--- config.mk ---
export PLATFORM = sky130hd
export DESIGN_NAME = quad_step_decoder
export DESIGN_NICKNAME = d
export VERILOG_FILES = /design/src/rtl/quad_step_decoder_pkg.sv /design/src/rtl/quad_step_decoder_filter.sv /design/src/rtl/quad_step_decoder.sv
export SDC_FILE = /design/constraint.sdc
export NUM_CORES = 1
export LEC_CHECK = 0
export CAP_MARGIN = 20
export CORE_MARGIN = 10
export CORE_UTILIZATION = 54
export CTS_CLUSTER_DIAMETER = 40
export DETAILED_ROUTE_END_ITERATION = 8
export PLACE_DENSITY = 0.79
export REMOVE_ABC_BUFFERS = 1
export SLEW_MARGIN = 20
export SYNTH_ARGS = -nofsm -noshare
export SYNTH_HDL_FRONTEND = slang
export SYNTH_SLANG_ARGS = --single-unit
export TNS_END_PERCENT = 5
--- constraint.sdc ---
create_clock -name clk -period 2.46 [get_ports clk]
set_input_delay 0.492 -clock clk [delete_from_list [all_inputs] [get_ports clk]]
set_output_delay 0.492 -clock clk [all_outputs]
set_load 0.01 [all_outputs]
--- src/rtl/quad_step_decoder_pkg.sv ---
// Shared types and phase helpers for the quadrature step decoder.
package quad_pkg;

    typedef enum logic {
        S_INIT  = 1'b0,
        S_TRACK = 1'b1
    } state_t;

    localparam logic [1:0] PH_00 = 2'b00;
    localparam logic [1:0] PH_10 = 2'b10;
    localparam logic [1:0] PH_11 = 2'b11;
    localparam logic [1:0] PH_01 = 2'b01;

    // Forward (A leads B) Gray-code successor of a filtered {A,B} phase.
    function automatic logic [1:0] next_fwd(input logic [1:0] ph);
        logic [1:0] nxt;
        case (ph)
            PH_00:   nxt = PH_10;
            PH_10:   nxt = PH_11;
            PH_11:   nxt = PH_01;
            default: nxt = PH_00;
        endcase
        return nxt;
    endfunction

endpackage

--- src/rtl/quad_step_decoder_filter.sv ---
// Input synchroniser followed by a level filter: a new synced level must
// hold for FILT_LEN consecutive cycles before it appears on o_dout.
module glitch_filter #(
    parameter int unsigned SYNC_STAGES = 2,
    parameter int unsigned FILT_LEN    = 4,
    parameter int unsigned FILT_W      = 3
) (
    input  logic clk,
    input  logic rst,
    input  logic i_din,
    output logic o_dout
);

    logic [SYNC_STAGES-1:0] r_sync;
    logic [FILT_W-1:0]      r_cnt;
    logic                   r_filt;
    logic                   w_synced;

    assign w_synced = r_sync[SYNC_STAGES-1];
    assign o_dout   = r_filt;

    always_ff @(posedge clk or posedge rst) begin
        if (rst) begin
            r_sync <= '0;
        end else begin
            r_sync <= {r_sync[SYNC_STAGES-2:0], i_din};
        end
    end

    // Counter restarts whenever the synced level agrees with the accepted one.
    always_ff @(posedge clk or posedge rst) begin
        if (rst) begin
            r_cnt  <= '0;
            r_filt <= 1'b0;
        end else if (w_synced == r_filt) begin
            r_cnt  <= '0;
        end else if (r_cnt == FILT_W'(FILT_LEN - 1)) begin
            r_filt <= w_synced;
            r_cnt  <= '0;
        end else begin
            r_cnt  <= r_cnt + FILT_W'(1);
        end
    end

endmodule

--- src/rtl/quad_step_decoder.sv ---
// x4 quadrature decoder: filtered A/B phases in, one-cycle up/down strobes
// out, with a sticky flag for skipped (two-bit) transitions.
module quad_step_decoder
    import quad_pkg::*;
#(
    parameter int unsigned SYNC_STAGES = 2,
    parameter int unsigned FILT_LEN    = 4,
    parameter int unsigned FILT_W      = 3
) (
    input  logic       clk,
    input  logic       rst,
    input  logic       a_in,
    input  logic       b_in,
    input  logic       en,
    input  logic       clr_err,
    output logic       up,
    output logic       down,
    output logic       err,
    output logic [1:0] phase,
    output logic       valid
);

    logic              w_a_filt;
    logic              w_b_filt;
    logic [1:0]        w_filt;

    state_t            r_state;
    state_t            w_state_nxt;
    logic [FILT_W-1:0] r_init_cnt;
    logic [FILT_W-1:0] w_init_cnt_nxt;
    logic [1:0]        r_phase;
    logic [1:0]        w_phase_nxt;
    logic              r_up;
    logic              r_down;
    logic              r_err;
    logic              r_valid;
    logic              w_up_nxt;
    logic              w_down_nxt;
    logic              w_err_nxt;
    logic              w_valid_nxt;

    glitch_filter #(
        .SYNC_STAGES (SYNC_STAGES),
        .FILT_LEN    (FILT_LEN),
        .FILT_W      (FILT_W)
    ) u_filt_a (
        .clk    (clk),
        .rst    (rst),
        .i_din  (a_in),
        .o_dout (w_a_filt)
    );

    glitch_filter #(
        .SYNC_STAGES (SYNC_STAGES),
        .FILT_LEN    (FILT_LEN),
        .FILT_W      (FILT_W)
    ) u_filt_b (
        .clk    (clk),
        .rst    (rst),
        .i_din  (b_in),
        .o_dout (w_b_filt)
    );

    assign w_filt = {w_a_filt, w_b_filt};

    always_ff @(posedge clk or posedge rst) begin
        if (rst) begin
            r_state    <= S_INIT;
            r_init_cnt <= '0;
            r_phase    <= PH_00;
            r_up       <= 1'b0;
            r_down     <= 1'b0;
            r_err      <= 1'b0;
            r_valid    <= 1'b0;
        end else begin
            r_state    <= w_state_nxt;
            r_init_cnt <= w_init_cnt_nxt;
            r_phase    <= w_phase_nxt;
            r_up       <= w_up_nxt;
            r_down     <= w_down_nxt;
            r_err      <= w_err_nxt;
            r_valid    <= w_valid_nxt;
        end
    end

    // Illegal transition sets err in the same cycle a clear is requested: set wins.
    always_comb begin
        w_state_nxt    = r_state;
        w_init_cnt_nxt = r_init_cnt;
        w_phase_nxt    = r_phase;
        w_valid_nxt    = r_valid;
        w_up_nxt       = 1'b0;
        w_down_nxt     = 1'b0;
        w_err_nxt      = r_err & ~clr_err;

        case (r_state)
            S_INIT: begin
                if (r_init_cnt == FILT_W'(FILT_LEN - 1)) begin
                    w_phase_nxt    = w_filt;
                    w_valid_nxt    = 1'b1;
                    w_init_cnt_nxt = '0;
                    w_state_nxt    = S_TRACK;
                end else begin
                    w_init_cnt_nxt = r_init_cnt + FILT_W'(1);
                end
            end
            S_TRACK: begin
                if (w_filt != r_phase) begin
                    w_phase_nxt = w_filt;
                    if (w_filt == next_fwd(r_phase)) begin
                        w_up_nxt = en;
                    end else if (r_phase == next_fwd(w_filt)) begin
                        w_down_nxt = en;
                    end else begin
                        w_err_nxt = 1'b1;
                    end
                end
            end
            default: begin
                w_state_nxt = S_INIT;
            end
        endcase
    end

    assign up    = r_up;
    assign down  = r_down;
    assign err   = r_err;
    assign phase = r_phase;
    assign valid = r_valid;

endmodule

=== Word level (Yosys, flattened, before mapping) ===
Cells that the tools add are included.

* Register bits after elaboration: 22
* Bits of input ports: 6
* Logic and storage cells: 69

* $add $sub $neg: 3
* Eq/ne operators: 14
* Multiplexer cells: 28
* Bitwise operators: 5
* Reduce and logical (&&, ||, !) cells: 6

{| class="wikitable"
|+ Operator list
! operator !! number
|-
| $mux W3 || 5
|-
| $mux W2 || 7
|-
| $mux W1 || 13
|-
| $pmux W2 S3 || 2
|-
| $add A3 B1 Y3 const B || 3
|-
| $eq A3 B2 Y1 const B || 3
|-
| $eq A2 B2 Y1 const B || 4
|-
| $reduce_and A2 Y1 || 4
|-
| $eq A2 B2 Y1 || 2
|-
| $logic_not A2 Y1 || 2
|-
| $not A1 Y1 || 4
|-
| $pmux W2 S2 || 1
|-
| $eq A1 B1 Y1 || 2
|-
| $ne A2 B1 Y1 const B || 1
|-
| $ne A2 B2 Y1 || 1
|-
| $ne A2 B2 Y1 const B || 1
|-
| $and A1 B1 Y1 || 1
|}

=== Logic depth before layout (Yosys ltp) ===
* Depth in word-level cells: 13
* Depth in mapped cells: 3

=== Hierarchy ===
Synthesis repeated with hierarchy kept, for this count alone.

* Cells, all modules: 63
* Area total of the unflattened synthesis: 863.3 um2

{| class="wikitable"
|+ Modules (own cells, without submodules)
! module !! times used !! cells an instance !! area each (um2) !! seq. area each (um2)
|-
| glitch_filter || 2 || 14 || 220.2 || 150.1
|-
| quad_step_decoder || 1 || 35 || 422.9 || 250.2
|}

=== Worst setup path before layout ===
No wires, ideal clock.

* Kind: reg2reg
* Start point: reg r_init_cnt[0]
* End point: reg r_phase[0], in the netlist phase[0]
* Setup time: 125 ps
* Data arrival time: 1,081 ps
* Data required time: 2,335 ps
* Path slack: 1,254 ps
* Cell stages (with the launch flop): 4
* Period minus slack after synthesis: 1,206 ps
* Cell sequence: dfrtp_1 > ha_1 > a21o_1 > mux2_4

* Word-level cells in the longest chain between the ends: 3

{| class="wikitable"
|+ RTL lines
! item !! line !! RTL
|-
| from (decl) || quad_step_decoder.sv:29 || <nowiki>logic [FILT_W-1:0] r_init_cnt;</nowiki>
|-
| from (signal assigned) || quad_step_decoder.sv:77 || <nowiki>r_init_cnt <= w_init_cnt_nxt;</nowiki>
|-
| $eq A3 B2 Y1 || quad_step_decoder.sv:98 || <nowiki>if (r_init_cnt == FILT_W'(FILT_LEN - 1)) begin</nowiki>
|-
| $ne A2 B2 Y1 (no line) || n/a ||
|-
| $reduce_and A2 Y1 (no line) || n/a ||
|-
| to (signal assigned) || quad_step_decoder.sv:78 || <nowiki>r_phase <= w_phase_nxt;</nowiki>
|-
| to (decl) || quad_step_decoder.sv:31 || <nowiki>logic [1:0] r_phase;</nowiki>
|}

No other way between the ends.
A chain may end at the register's enable or synchronous reset.

=== Final worst setup path ===
* Start point: reg r_phase[0], in the netlist phase[0]
* End point: out phase[0]

{| class="wikitable"
|+ RTL lines
! item !! line !! RTL
|-
| to (decl) || quad_step_decoder.sv:19 || <nowiki>output logic [1:0] phase,</nowiki>
|}

No word-level cell between the ends.

==> results.cfg <==
[status]
run_status = finished clean

[detailed_routing]
vias_per_cell = 5.165
wirelength_mm = 1.222
post_drt_wl_per_cell_um = 13.43
vias = 470
drt_iter0_markers = 7
drcViolationCount = 0
first_pass_iters = 3
drtAntennaViolNets = 0

[setup_path]
worst-path-buf-inv = 1
cp-start-kind = flip-flop
cp.required_ns = 1.97
r2r-start = r_init_cnt[0]
critPathMaxStageDelay_ns = 0.57
cp_max_fo = 4
r2r_slack_ns = 1.18
cp_top_family = buffers and inverters
reg2reg_depth = 3
reg2reg_to = phase[1]
cp.depth = 1
endpoint = phase[0]
cp_slowest_cell = clkdlybuf4s50_1
crit_path_start = phase[0]
end_kind = output pin
crit_chain = clkdlybuf4s50_1
path_class = reg -> out
arrival_ns = 1.29

[clocking]
cts_buffers = 3
insertion_delay_ns = 0.30
clockBufferDepth = 2
cts_max_level = 1
cts-resized-gates = 0
path_clk_slew_ns = 0.12
cts_sinks = 22
cts_setup_buffers = 0
ctsHoldBuffers = 0
cts-root-buf = clkbuf_4
cts_tree = yes

[floorplanning]
initial_core_util_pct = 55.80
die_h_um = 59.23
rows = 14
die_x_um = 59.23
core_area_sq_um = 1489
io_pins = 12
die_area_sq_um = 3508

[timing]
setup_tns_ns = 0
grt_setup_unrepaired = no
max_freq_mhz = 560.4
setup_ws_ns = 0.6757
hold_violations = 0
setup_viol = 0
worstMarginPinSlew_ns = 0.2833
skew_ns = 0.01026
drv_slew = 0
fin_crit_sh_pct = 72.53
fin_crit_ns = 1.784
slew_headroom_pct = 80.98

[power]
power_leakage_nw = 0.4809
max-vdd-ir-drop_v = 0.0005028
finalPower_mw = 1.034
power.density_cell_area_nw_per_um2 = 1029

[logic_synthesis]
ys_types = 19
yosysTopAreaCell = dfrtp_1
synth_edf_count = 0
synthArstFlopShare_pct = 100.0
yosysSeqAreaShare_pct = 66.27
ys_warn_count = 0
synth_area_leaders = dfrtp_1 66%, ha_1 4.5%, mux2_2 4.1%
post-synth-top-count-cell = dfrtp_1
syn_avg_cell_area_sq_um = 14.08
syn_area_sq_um = 830.8
synth_top_area_share_pct = 66.27
syn-instance-count = 59
ys.flop_type = dfrtp_1
ys_seq_elements = 22

[place]
placed_area_sq_um = 968.4
hpwl_um = 911.9
gp_congestion = 0.7262
dp_slack_ns = 1.002
port_buffers = 11

[global_route]
grt_max_degree = 23
grt_pass1_wl_mm = 2.118
grt_pass1_vias = 508
antenna_found_initial = 0
gr-total-overflow = 0
track_usage_pct = 7.669

[flow_run]
drv_cap = 0

[cells_and_area]
area_growth_pct = 20.93
drive_gt1_share_pct = 13.33
num_antenna_cells = 0
fin_nets = 85
final_cell_area_sq_um = 1005

[min_path]
hp-class = reg -> reg
-- layout by cell type (no fill, tap or decap) --
master and instances:
dfrtp_1 22, clkdlybuf4s50_1 11, inv_1 3, mux2_2 3, xnor2_1 3, nor3_1 3
xor2_1 3, nand2_1 3, ha_1 3, clkbuf_4 3, mux2_4 2, nor2b_1 2
and2b_1 2, nor3b_1 2, o21ai_0 2, a21o_1 1, nand2b_1 1, and2_1 1
nand3_1 1, nor2_1 1, o21bai_1 1, clkbuf_8 1, buf_4 1
-- power by group --
| group | internal, mW | switching, mW | total (mW) |
|---|---|---|---|
| logic | 0.194 | 0.130 | 0.324 |
| registers | 0.448 | 0.0744 | 0.522 |
| clock network | 0.0901 | 0.0973 | 0.187 |
| total | 0.733 | 0.301 | 1.03 |
-- flip-flops by register name (all words and copies together), names as in the netlist --
signal,cells
r_init_cnt,3
u_filt_a.r_cnt,3
u_filt_b.r_cnt,3
phase,2
u_filt_a.r_sync,2
u_filt_b.r_sync,2
down,1
err,1
r_state,1
u_filt_a.o_dout,1
u_filt_b.o_dout,1
up,1
valid,1
-- worst min path at each step --
| stage | start | endpoint | depth (start not counted) |
|---|---|---|---|
| 2_1_floorplan | u_filt_a.r_sync[0] | u_filt_a.r_sync[1] | 0 |
| 3_3_place_gp | u_filt_b.r_sync[0] | u_filt_b.r_sync[1] | 0 |
| 3_5_place_dp | u_filt_a.r_sync[0] | u_filt_a.r_sync[1] | 0 |
| 4_1_cts | u_filt_a.r_sync[0] | u_filt_a.r_sync[1] | 0 |
| 5_1_grt | u_filt_a.r_sync[0] | u_filt_a.r_sync[1] | 0 |
| 6_report | u_filt_a.r_sync[0] | u_filt_a.r_sync[1] | 0 |
-- cell families (layout without fill, tap and decap cells) --
group / Yosys count / after routing / synth area share, %
flops: 22 / 22 / 66.27
simple gates: 16 / 16 / 10.84
xor+xnor: 6 / 6 / 6.326
mux: 5 / 5 / 7.681
compound gates: 4 / 4 / 3.013
fa+ha+maj: 3 / 3 / 4.519
buf+inv: 3 / 19 / 1.355
-- cell type report --
type / instances / area, sq um
clock buffers: 4 / 36.28
repair buffers: 12 / 117.6
fillers: 102 / 484.2
well taps: 16 / 20.02
flip-flops and latches: 22 / 550.5
multi-input cells: 34 / 269.0
inverters: 3 / 11.26
-- stage by stage --
step,std cells,utilization [%],hold WS (ns)
after global placement,87,65.04,0.3319
after CTS,91,67.48,0.3760
after global routing,91,67.48,0.3800
final,91,67.48,0.3682
after detailed placement,87,65.04,0.3378
after floorplan,59,-,0.3312
-- layer usage --
| metal | GRT usage [%] | vias up | share of wire [%] |
|---|---|---|---|
| li1 | - | 225 | - |
| met1 | 8.503 | 231 | 43 |
| met5 | 0 | - | 0 |
| met2 | 12.63 | 12 | 48 |
| met3 | 2.575 | 2 | 8.1 |
| met4 | 3.934 | 0 | 0.74 |
Note: power is estimated with default switching activity, not from simulation.
